File: config.mk
export PLATFORM = sky130hd
export DESIGN_NAME = fft_frame_buffer_flat
export DESIGN_NICKNAME = d
export VERILOG_FILES = /design/src/rtl/fft_frame_buffer_if.sv /design/src/rtl/fft_frame_buffer.sv /design/src/flat_wrapper.sv
export SDC_FILE = /design/constraint.sdc
export NUM_CORES = 2
export LEC_CHECK = 0
export ABC_AREA = 1
export CAP_MARGIN = 40
export CORE_ASPECT_RATIO = 1.2
export CORE_MARGIN = 2
export CORE_UTILIZATION = 45
export DETAILED_ROUTE_END_ITERATION = 10
export GPL_TIMING_DRIVEN = 0
export PLACE_DENSITY_LB_ADDON = 0.2
export REMOVE_ABC_BUFFERS = 1
export SLEW_MARGIN = 30
export SYNTH_ARGS = -nofsm -noshare
export SYNTH_HDL_FRONTEND = slang
export SYNTH_SLANG_ARGS = --single-unit
File: constraint.sdc
create_clock -name clk -period 3.8 [get_ports clk]
set_clock_uncertainty 0.2 [all_clocks]
set_input_delay 1.14 -clock clk [delete_from_list [all_inputs] [get_ports clk]]
set_output_delay 1.14 -clock clk [all_outputs]
set_load 0.01 [all_outputs]
File: src/rtl/fft_frame_buffer_if.sv
// Stream bundle for the FFT frame buffer: an upstream sample stream in and
// a framed sample stream out, plus the pending-frame count.
//
// Handshake: a sample moves on a rising clk edge exactly when valid and
// ready are both high in that cycle. The sender holds data (and last) stable
// while valid is high and ready is low. Ready may be high with valid low.
interface fft_frame_buffer_if #(
    parameter int DATA_WIDTH = 16
);
    logic [DATA_WIDTH-1:0] src_data_in;
    logic                  src_valid_in;
    logic                  src_ready_out;
    logic [DATA_WIDTH-1:0] dst_data_out;
    logic                  dst_valid_out;
    logic                  dst_ready_in;
    logic                  dst_last_out;
    logic [1:0]            frames_pending;

    // Environment side: produces samples, consumes frames.
    modport master (
        output src_data_in, src_valid_in, dst_ready_in,
        input  src_ready_out, dst_data_out, dst_valid_out, dst_last_out,
               frames_pending
    );

    // Buffer side.
    modport slave (
        input  src_data_in, src_valid_in, dst_ready_in,
        output src_ready_out, dst_data_out, dst_valid_out, dst_last_out,
               frames_pending
    );
endinterface

File: src/rtl/fft_frame_buffer.sv
// Ping-pong frame buffer between the DDC sample stream and the FFT input.
// Two banks of N_POINTS samples: one fills while the other drains. A bank is
// released as a burst (bit-reversed or natural order) once it is full, and
// the writer stalls only when both banks hold unread frames.
module fft_frame_buffer #(
    parameter int DATA_WIDTH  = 16,
    parameter int N_POINTS    = 64,
    parameter bit BIT_REVERSE = 1'b1
) (
    input logic               clk,
    input logic               arst_n,
    input logic               flush,
    fft_frame_buffer_if.slave bus
);
    localparam int            AW       = $clog2(N_POINTS);
    localparam logic [AW-1:0] LAST_IDX = AW'(N_POINTS - 1);

    logic [DATA_WIDTH-1:0] mem [2][N_POINTS];
    logic [1:0]            full;
    logic                  wr_bank;
    logic                  rd_bank;
    logic [AW-1:0]         wr_cnt;
    logic [AW-1:0]         rd_cnt;
    logic [AW-1:0]         rd_idx;

    logic src_ready;
    logic dst_valid;
    logic wr_en;
    logic wr_done;
    logic rd_en;
    logic rd_done;

    function automatic logic [AW-1:0] bitrev(input logic [AW-1:0] v);
        logic [AW-1:0] r;
        r = '0;
        for (int i = 0; i < AW; i++) begin
            r[i] = v[AW-1-i];
        end
        return r;
    endfunction

    // Handshake qualifiers; everything is derived from registered state so
    // the ready/valid outputs carry no combinational path from the peers.
    assign src_ready = arst_n & ~flush & ~full[wr_bank];
    assign dst_valid = arst_n & full[rd_bank];
    assign wr_en     = bus.src_valid_in & src_ready;
    assign wr_done   = wr_en & (wr_cnt == LAST_IDX);
    assign rd_en     = dst_valid & bus.dst_ready_in;
    assign rd_done   = rd_en & (rd_cnt == LAST_IDX);
    assign rd_idx    = BIT_REVERSE ? bitrev(rd_cnt) : rd_cnt;

    // Output stream; data is zeroed whenever no frame is on offer.
    always_comb begin
        bus.src_ready_out  = src_ready;
        bus.dst_valid_out  = dst_valid;
        bus.dst_data_out   = dst_valid ? mem[rd_bank][rd_idx] : '0;
        bus.dst_last_out   = dst_valid & (rd_cnt == LAST_IDX);
        bus.frames_pending = arst_n ? ({1'b0, full[0]} + {1'b0, full[1]}) : 2'd0;
    end

    // Sample storage, deliberately not reset.
    always_ff @(posedge clk) begin
        if (wr_en) begin
            mem[wr_bank][wr_cnt] <= bus.src_data_in;
        end
    end

    // Bank bookkeeping. A completing write and a completing read always hit
    // different banks (write needs full=0, read needs full=1), so both
    // updates to full can land in the same cycle.
    always_ff @(posedge clk) begin
        if (!arst_n) begin
            full    <= '0;
            wr_bank <= 1'b0;
            rd_bank <= 1'b0;
            wr_cnt  <= '0;
            rd_cnt  <= '0;
        end else begin
            if (flush) begin
                wr_cnt <= '0;
            end else if (wr_en) begin
                wr_cnt <= wr_cnt + AW'(1);
            end
            if (wr_done) begin
                full[wr_bank] <= 1'b1;
                wr_bank       <= ~wr_bank;
            end
            if (rd_en) begin
                rd_cnt <= rd_cnt + AW'(1);
            end
            if (rd_done) begin
                full[rd_bank] <= 1'b0;
                rd_bank       <= ~rd_bank;
            end
        end
    end
endmodule

File: src/flat_wrapper.sv
// flat-port wrapper written by rule: the top's interface ports become plain ports
module fft_frame_buffer_flat 
#(
    parameter int DATA_WIDTH  = 16,
    parameter int N_POINTS    = 64,
    parameter bit BIT_REVERSE = 1'b1
)
  (clk, arst_n, flush, bus_src_data_in, bus_src_valid_in, bus_dst_ready_in, bus_src_ready_out, bus_dst_data_out, bus_dst_valid_out, bus_dst_last_out, bus_frames_pending);
  fft_frame_buffer_if #(.DATA_WIDTH(DATA_WIDTH)) bus_i ();
  input logic clk;
  input logic arst_n;
  input logic flush;
  input wire logic [$bits(bus_i.src_data_in)-1:0] bus_src_data_in;
  input wire logic [$bits(bus_i.src_valid_in)-1:0] bus_src_valid_in;
  input wire logic [$bits(bus_i.dst_ready_in)-1:0] bus_dst_ready_in;
  output wire logic [$bits(bus_i.src_ready_out)-1:0] bus_src_ready_out;
  output wire logic [$bits(bus_i.dst_data_out)-1:0] bus_dst_data_out;
  output wire logic [$bits(bus_i.dst_valid_out)-1:0] bus_dst_valid_out;
  output wire logic [$bits(bus_i.dst_last_out)-1:0] bus_dst_last_out;
  output wire logic [$bits(bus_i.frames_pending)-1:0] bus_frames_pending;
  assign bus_i.src_data_in = bus_src_data_in;
  assign bus_i.src_valid_in = bus_src_valid_in;
  assign bus_i.dst_ready_in = bus_dst_ready_in;
  assign bus_src_ready_out = bus_i.src_ready_out;
  assign bus_dst_data_out = bus_i.dst_data_out;
  assign bus_dst_valid_out = bus_i.dst_valid_out;
  assign bus_dst_last_out = bus_i.dst_last_out;
  assign bus_frames_pending = bus_i.frames_pending;
  fft_frame_buffer #(.DATA_WIDTH(DATA_WIDTH), .N_POINTS(N_POINTS), .BIT_REVERSE(BIT_REVERSE)) u_core (.clk(clk), .arst_n(arst_n), .flush(flush), .bus(bus_i));
endmodule
==> summary.txt <==
Floorplanning
  • Total I/O pin count: 42
  • Die area: around 200000 um2
  • Core region area: 189600 um2
  • Row Count: 175
  • Chip Width: 402.9 um
  • Die H: 482.7 um
  • Effective utilization at floorplan: between 40% and 50%

Logic synthesis
  • Gate Count Post-Synth: 7868
  • FF+latch count, synth: 2065
  • Post-synth top area cell: edfxtp_1
  • Leading post-synthesis cells by cell area: edfxtp_1 (72%), nand2_1 (9.8%), nand3_1 (5.1%)
  • Syn Area/Cell: 10.92 um2
  • Ys flop type: edfxtp_1
  • Sequential area share after synthesis: 71.97%
  • Synth top area share: 71.57%
  • Cell area after synthesis: about 86000 um2
  • Synth unique cells: 27
  • Async set or reset register ratio after synthesis: 0%
  • Post-synth EDFFs: 2048
  • YS warnings: 0

Detailed routing
  • Antenna-violating nets left: 0
  • Final wirelength: 273500 um
  • Detailed-route via count: 60.31k
  • First drt pass iteration count: 6
  • Via density: 5.617
  • Drt wl/cell: 25.47 um
  • 1st-iter DRT viols: ~7.7k
  • DR DRC count: 0

Pwr
  • LEAKAGE: 39.36 nW
  • Sw frac: 20.22%
  • Clock power frac: 42.9%
  • Pwr/cell area: 427.4 nW/um2
  • Logic gate share of total power: 1.4%
  • VDD IR max: 0.3781 mV
  • Total power draw: 44.87 mW
  • Switching power total: between 9 and 10 mW
  • Internal power: between 30 and 40 mW
  • Flop pwr share: roughly 56%

Clocking
  • CTS buffer count: 198
  • # clock sinks: 2065
  • H-tree levels: 4
  • CTS Hold Buffers Added: 0
  • Clock Tree Root: clkbuf_16
  • Reg clk slew, reported paths: around 0.060 ns
  • Clk buf depth: 3
  • CTS tree: yes
  • Skew-Pair Late Insertion Delay: approximately 0.86 ns

STA
  • Slew Limit Headroom: a little under a third
  • Final-report setup violation count: 17
  • Fin crit share: 134.1%
  • Clock period minus worst slack: 5.094 ns
  • Actual slew at the worst max-slew pin: about 1.0 ns
  • Worst setup margin: -1.294 ns
  • Setup TNS Final: -20.01 ns
  • Fmax: just under 200 MHz
  • RSZ-0062 raised after global routing: true
  • Hold Violations, Final: 0
  • Fin. max-slew vios: 0

Outcome
  • Outcome: complete, but fails checks
  • Failing checks: setup timing

Placed design
  • HPWL Detailed: 134300 um
  • Placed Instances: around 10k
  • Gpl congestion: 0.8144
  • PortBufs: 41

Final layout
  • Fillcell total: 15.16k
  • Area Growth Syn to Fin: 22.18%
  • Most common cell after layout, fill and taps aside: nand2_1
  • Multi-input logic area: between 20000 and 25000 um2
  • Total Nets Final: 8116
  • Commonest non-fill, non-tap cells in the layout: nand2_1 (2124), edfxtp_1 (2048), nor2_1 (890)
  • Share of cells above drive strength 1: 15.24%
  • Post-route non-filler standard cell count: ~11k
  • Sequential Area: 61860 um2

Job
  • Max cap viols: 0

GRT
  • Initial antenna violation count: 6
  • Largest net degree at the start of global routing: 97
  • Tot GR Track Use: 27.43%
  • Global route total overflow: 0
  • Vias in the first global route: 56.15k
  • First-pass GRT wire length: approximately 390000 um

Min path
  • Tightest Hold Check Type: register to register

Worst setup path
  • Critical path launch point type: register
  • Crit. End Element: output pin
  • Worst Path Arrival: 3.75 ns
  • Worst setup path class: register to output pin
  • CP Max Fanout: 6
  • Worst endpoint required time: 2.46 ns
-- state kept, by name (all words and copies together), names as in the netlist, named ones only --
name            flops
u_core.full         2
u_core.rd_cnt       6
u_core.mem       2048
u_core.wr_bank      1
u_core.wr_cnt       6
u_core.rd_bank      1
-- cell usage after synthesis (2+ instances only) --
master    count
nand2_1    2235
edfxtp_1   2048
nor2_1     1063
nand3_1     873
inv_1       517
o21ai_0     417
clkbuf_1    198
buf_2       186
a21oi_1     142
buf_1        54
nor3_1       39
o21ai_1      23
or2_2        19
dfxtp_1      17
buf_4        10
nor4_1        5
buf_6         4
inv_2         4
ha_1          3
a211oi_1      2
clkinv_1      2
inv_4         2
-- critical path, stage by stage, from the launching register on --
cell     delay, ns
dfxtp_4       0.37
buf_16        0.13
buf_16        0.12
buf_16        0.12
buf_16        0.14
inv_16        0.07
buf_16        0.12
buf_16        0.16
buf_12        0.15
buf_16        0.12
buf_12        0.13
buf_12        0.11
o21ai_0       0.10
nand3_2       0.10
nand3_1       0.10
nand2_2       0.12
nand3_4       0.10
nand3_4       0.16
nand2_2       0.09
nor2_4        0.19
buf_6         0.13
-- repair_timing --
action                     4_1_cts  5_1_grt
pin swaps                      154      104
resized for setup              583      151
gates cloned                    95       16
setup endpoints to repair     2072      110
buffers inserted               124       21
-- kinds of logic after synthesis --
family	synth area share, %
compound gates	3.422
fa+ha+maj	0.04369
buf+inv	4.623
flops	71.97
simple gates	19.95
-- stage by stage --
step                util, %  setup slack, ns  cell area [um2]  hold slack, ns
floorplan                 -           -41.79            83930          0.2704
global placement      46.11          -114.40            87440          0.2927
CTS                   54.85           -1.313           104000          0.3400
finish                55.37           -1.294           105000          0.3456
global route          55.36           -1.349           105000          0.3775
detailed placement    48.31           -3.480            91600          0.3037
-- path summary, 6_finish.rpt --
kind	startpoint	to	slack [ns]	cells after the start
worst max-delay path	register	bus_dst_data_out[11]	-1.29	20
worst min-delay path	u_core.full[1]	u_core.full[1]	0.35	2
worst max register to register	u_core.wr_cnt[2]	u_core.mem[0][441]	0.27	9
worst min register to register	u_core.full[1]	u_core.full[1]	0.35	2
-- power groups by stage --
stage | Combinational, mW | Clock [mW] | Sequential [mW]
floorplan | 0.0299 | 0 | 25.5
global placement | 0.482 | 0 | 25.7
detailed placement | 0.569 | 0 | 25.5
CTS | 0.596 | 19.4 | 25.0
global route | 0.633 | 20.2 | 25.0
finish | 0.606 | 19.2 | 25.0
-- layout make-up --
type / count / share of cell area, %
Antenna cell: 3 / 0.007151
Clock buffer: 248 / 4.978
Clock inverter: 116 / 0.9153
Inverter: 525 / 1.964
Multi-Input combinational cell: 4827 / 22.02
Sequential cell: 2065 / 58.93
Tap cell: 2478 / 2.953
Timing Repair Buffer: 469 / 8.173
Timing Repair inverter: 6 / 0.06317
-- metal layers --
metal | GRT usage [%] | vias up | routed length (um)
met1 | 35.83 | 29592 | 105100
met5 | 0 | - | 25
met2 | 45.11 | 3091 | 131000
li1 | - | 27054 | -
met3 | 4.995 | 566 | 24990
met4 | 11.92 | 4 | 12330
(Power assumes the default switching activity.)
==> edit, RTL diff (same settings) <==
`BIT_REVERSE` is set to 1'b1 in 2 places; all go to 1'b0.
--- a/src/rtl/fft_frame_buffer.sv
+++ b/src/rtl/fft_frame_buffer.sv
@@ -5,7 +5,7 @@
 module fft_frame_buffer #(
     parameter int DATA_WIDTH  = 16,
     parameter int N_POINTS    = 64,
-    parameter bit BIT_REVERSE = 1'b1
+    parameter bit BIT_REVERSE = 1'b0
 ) (
     input logic               clk,
     input logic               arst_n,
--- a/src/flat_wrapper.sv
+++ b/src/flat_wrapper.sv
@@ -3,7 +3,7 @@
 #(
     parameter int DATA_WIDTH  = 16,
     parameter int N_POINTS    = 64,
-    parameter bit BIT_REVERSE = 1'b1
+    parameter bit BIT_REVERSE = 1'b0
 )
   (clk, arst_n, flush, bus_src_data_in, bus_src_valid_in, bus_dst_ready_in, bus_src_ready_out, bus_dst_data_out, bus_dst_valid_out, bus_dst_last_out, bus_frames_pending);
   fft_frame_buffer_if #(.DATA_WIDTH(DATA_WIDTH)) bus_i ();
Formal check against the unedited RTL: no difference found for any inputs over 4 cycles, from zero or initial values and one cycle with arst_n low; that may be too few to reach the edited logic, so the function may still have changed.
==> edit against the unedited design <==
The run still ends with negative setup slack left. Non-clock buffer count shrank 41. First-iteration DRC count shrank 15%. Combinational power shrank 5.1%. Worst setup slack lost 73 ps. Synthesized cell count shrank 4.6%. Final area shrank 2.6%. Sequential cell count is the same. Maximum frequency shrank 1.4%. Synthesized area shrank 0.95%. Total power shrank 0.77%. Final cell count shrank 4.1%. Wire length shrank 4.3%. Critical endpoint is now bus_dst_data_out[12]. Largest power group unchanged.
==> edit: results (changes against the unedited design) <==
metric	value	unit	change
Sw Ratio	20.05	%	-0.17 points
Layout Nets	7694		-5.2%
layout cells sized above 1	14.56	%	-0.67 points
Total Wirelength	261900	um	-4.3%
GPL Wtd Cong	0.8057		-1.1%
hold_ws	308.6	ps	-37.01 ps
Slew HR	47.12	%	+16 points
placed cell areas	90460	um2	-1.2%
met1 usage	34.78	%	-1.0 points
failing checks	negative setup slack		
total global-route track usage	26.17	%	-1.3 points
Commonest cells post-synth	2169 x nand2_1, 2048 x edfxtp_1, 1383 x nand3_1, 684 x nor2_1, 341 x inv_1		
cts bufs inserted	196		-1.0%
worst reg-to-reg setup slack	80	ps	-190 ps
met2 Usage GRT	43.10	%	-2.0 points
Arrival @ worst endpoint	3830	ps	+80 ps
outcome	finished with violations		
Synth cell types	30		+11%
initial DRC count	6510		-15%
VDD IR max	0.4370	mV	+16%
vias in the first global route	53550		-4.6%
crit-path max FO	7		+1
Seq/Total Area, Yosys	72.66	%	+0.69 points
1st-pass router iterations	8		+2
post-DR vias/cell	5.665		+0.87%
post-route setup slack	-1367	ps	-72.56 ps
HPWL Detailed	134600	um	+0.22%
Layout fillers	15300		+0.89%
leakage	36.97	nW	-6.1%
global-route wire length before repair	369800	um	-4.7%
met3 usage	3.465	%	-1.5 points
setup violators final	17		unchanged
[edit: final cells by class]
type / count / area share, %
flip-flops and latches: 2065 / 60.51
multi-input cells: 4628 / 21.66
repair buffers: 428 / 7.450
clock buffers: 254 / 5.154
well taps: 2464 / 3.016
inverters: 348 / 1.387
clock inverters: 102 / 0.7894
repair inverters: 3 / 0.02570
diodes: 3 / 0.007343
[edit: kinds of logic (layout without fill, tap and decap cells)]
logic type                 Yosys count  after routing  synth area share, %
other                                0              3                    0
DFF                               2065           2065                72.66
adders and majority gates            3              3              0.04411
and+or+nand+nor                   4290           4290                21.09
buffers and inverters              811           1135                4.134
AOI/OAI and AO/OA                  335            335                2.077
[edit: what timing repair did]
item	4_1_cts	5_1_grt
setup endpoints to repair	1635	721
pin swaps	107	89
setup buffers	64	51
gates resized for setup	438	117
cloned	67	20
[edit: metrics by stage]
step | TNS (ps) | instances | power, W | setup slack, ps
final | -21200 | 10300 | 0.04452 | -1367
after global routing | -22750 | 10290 | 0.04553 | -1442
after CTS | -22080 | 10220 | 0.04468 | -1390
after detailed placement | -2313110 | 9735 | 0.02608 | -3212
after global placement | - | 9546 | 0.02615 | -116140
after floorplan | -1110860 | 7041 | 0.02555 | -42460
[edit: layer usage]
layer  up-vias  wire length [um]
li1      26280                 -
met4         6             12100
met5         -                39
met3       537             19410
met2      2685            126800
met1     28810            103500
[edit: worst paths after layout]
| kind | startpoint | end | cells past startpoint |
|---|---|---|---|
| setup reg to reg | u_core.wr_cnt[2] | u_core.mem[0][442] | 6 |
| setup / recovery | flip-flop | bus_dst_data_out[12] | 19 |
| hold / removal | u_core.full[1] | u_core.full[1] | 2 |
| hold reg to reg | u_core.full[1] | u_core.full[1] | 2 |
[edit: power by group through the flow]
stage	Combinational (W)	Sequential (W)	Clock (W)
finish	0.000575	0.0250	0.0189
CTS	0.000571	0.0250	0.0191
detailed placement	0.000568	0.0255	0
floorplan	0.0000299	0.0255	0
global route	0.000604	0.0250	0.0199
global placement	0.000477	0.0257	0
[edit: tightest hold or removal path: stages, from the launching register on]
cell	delay (ps)
dfxtp_2	350
inv_1	60
a21oi_1	60
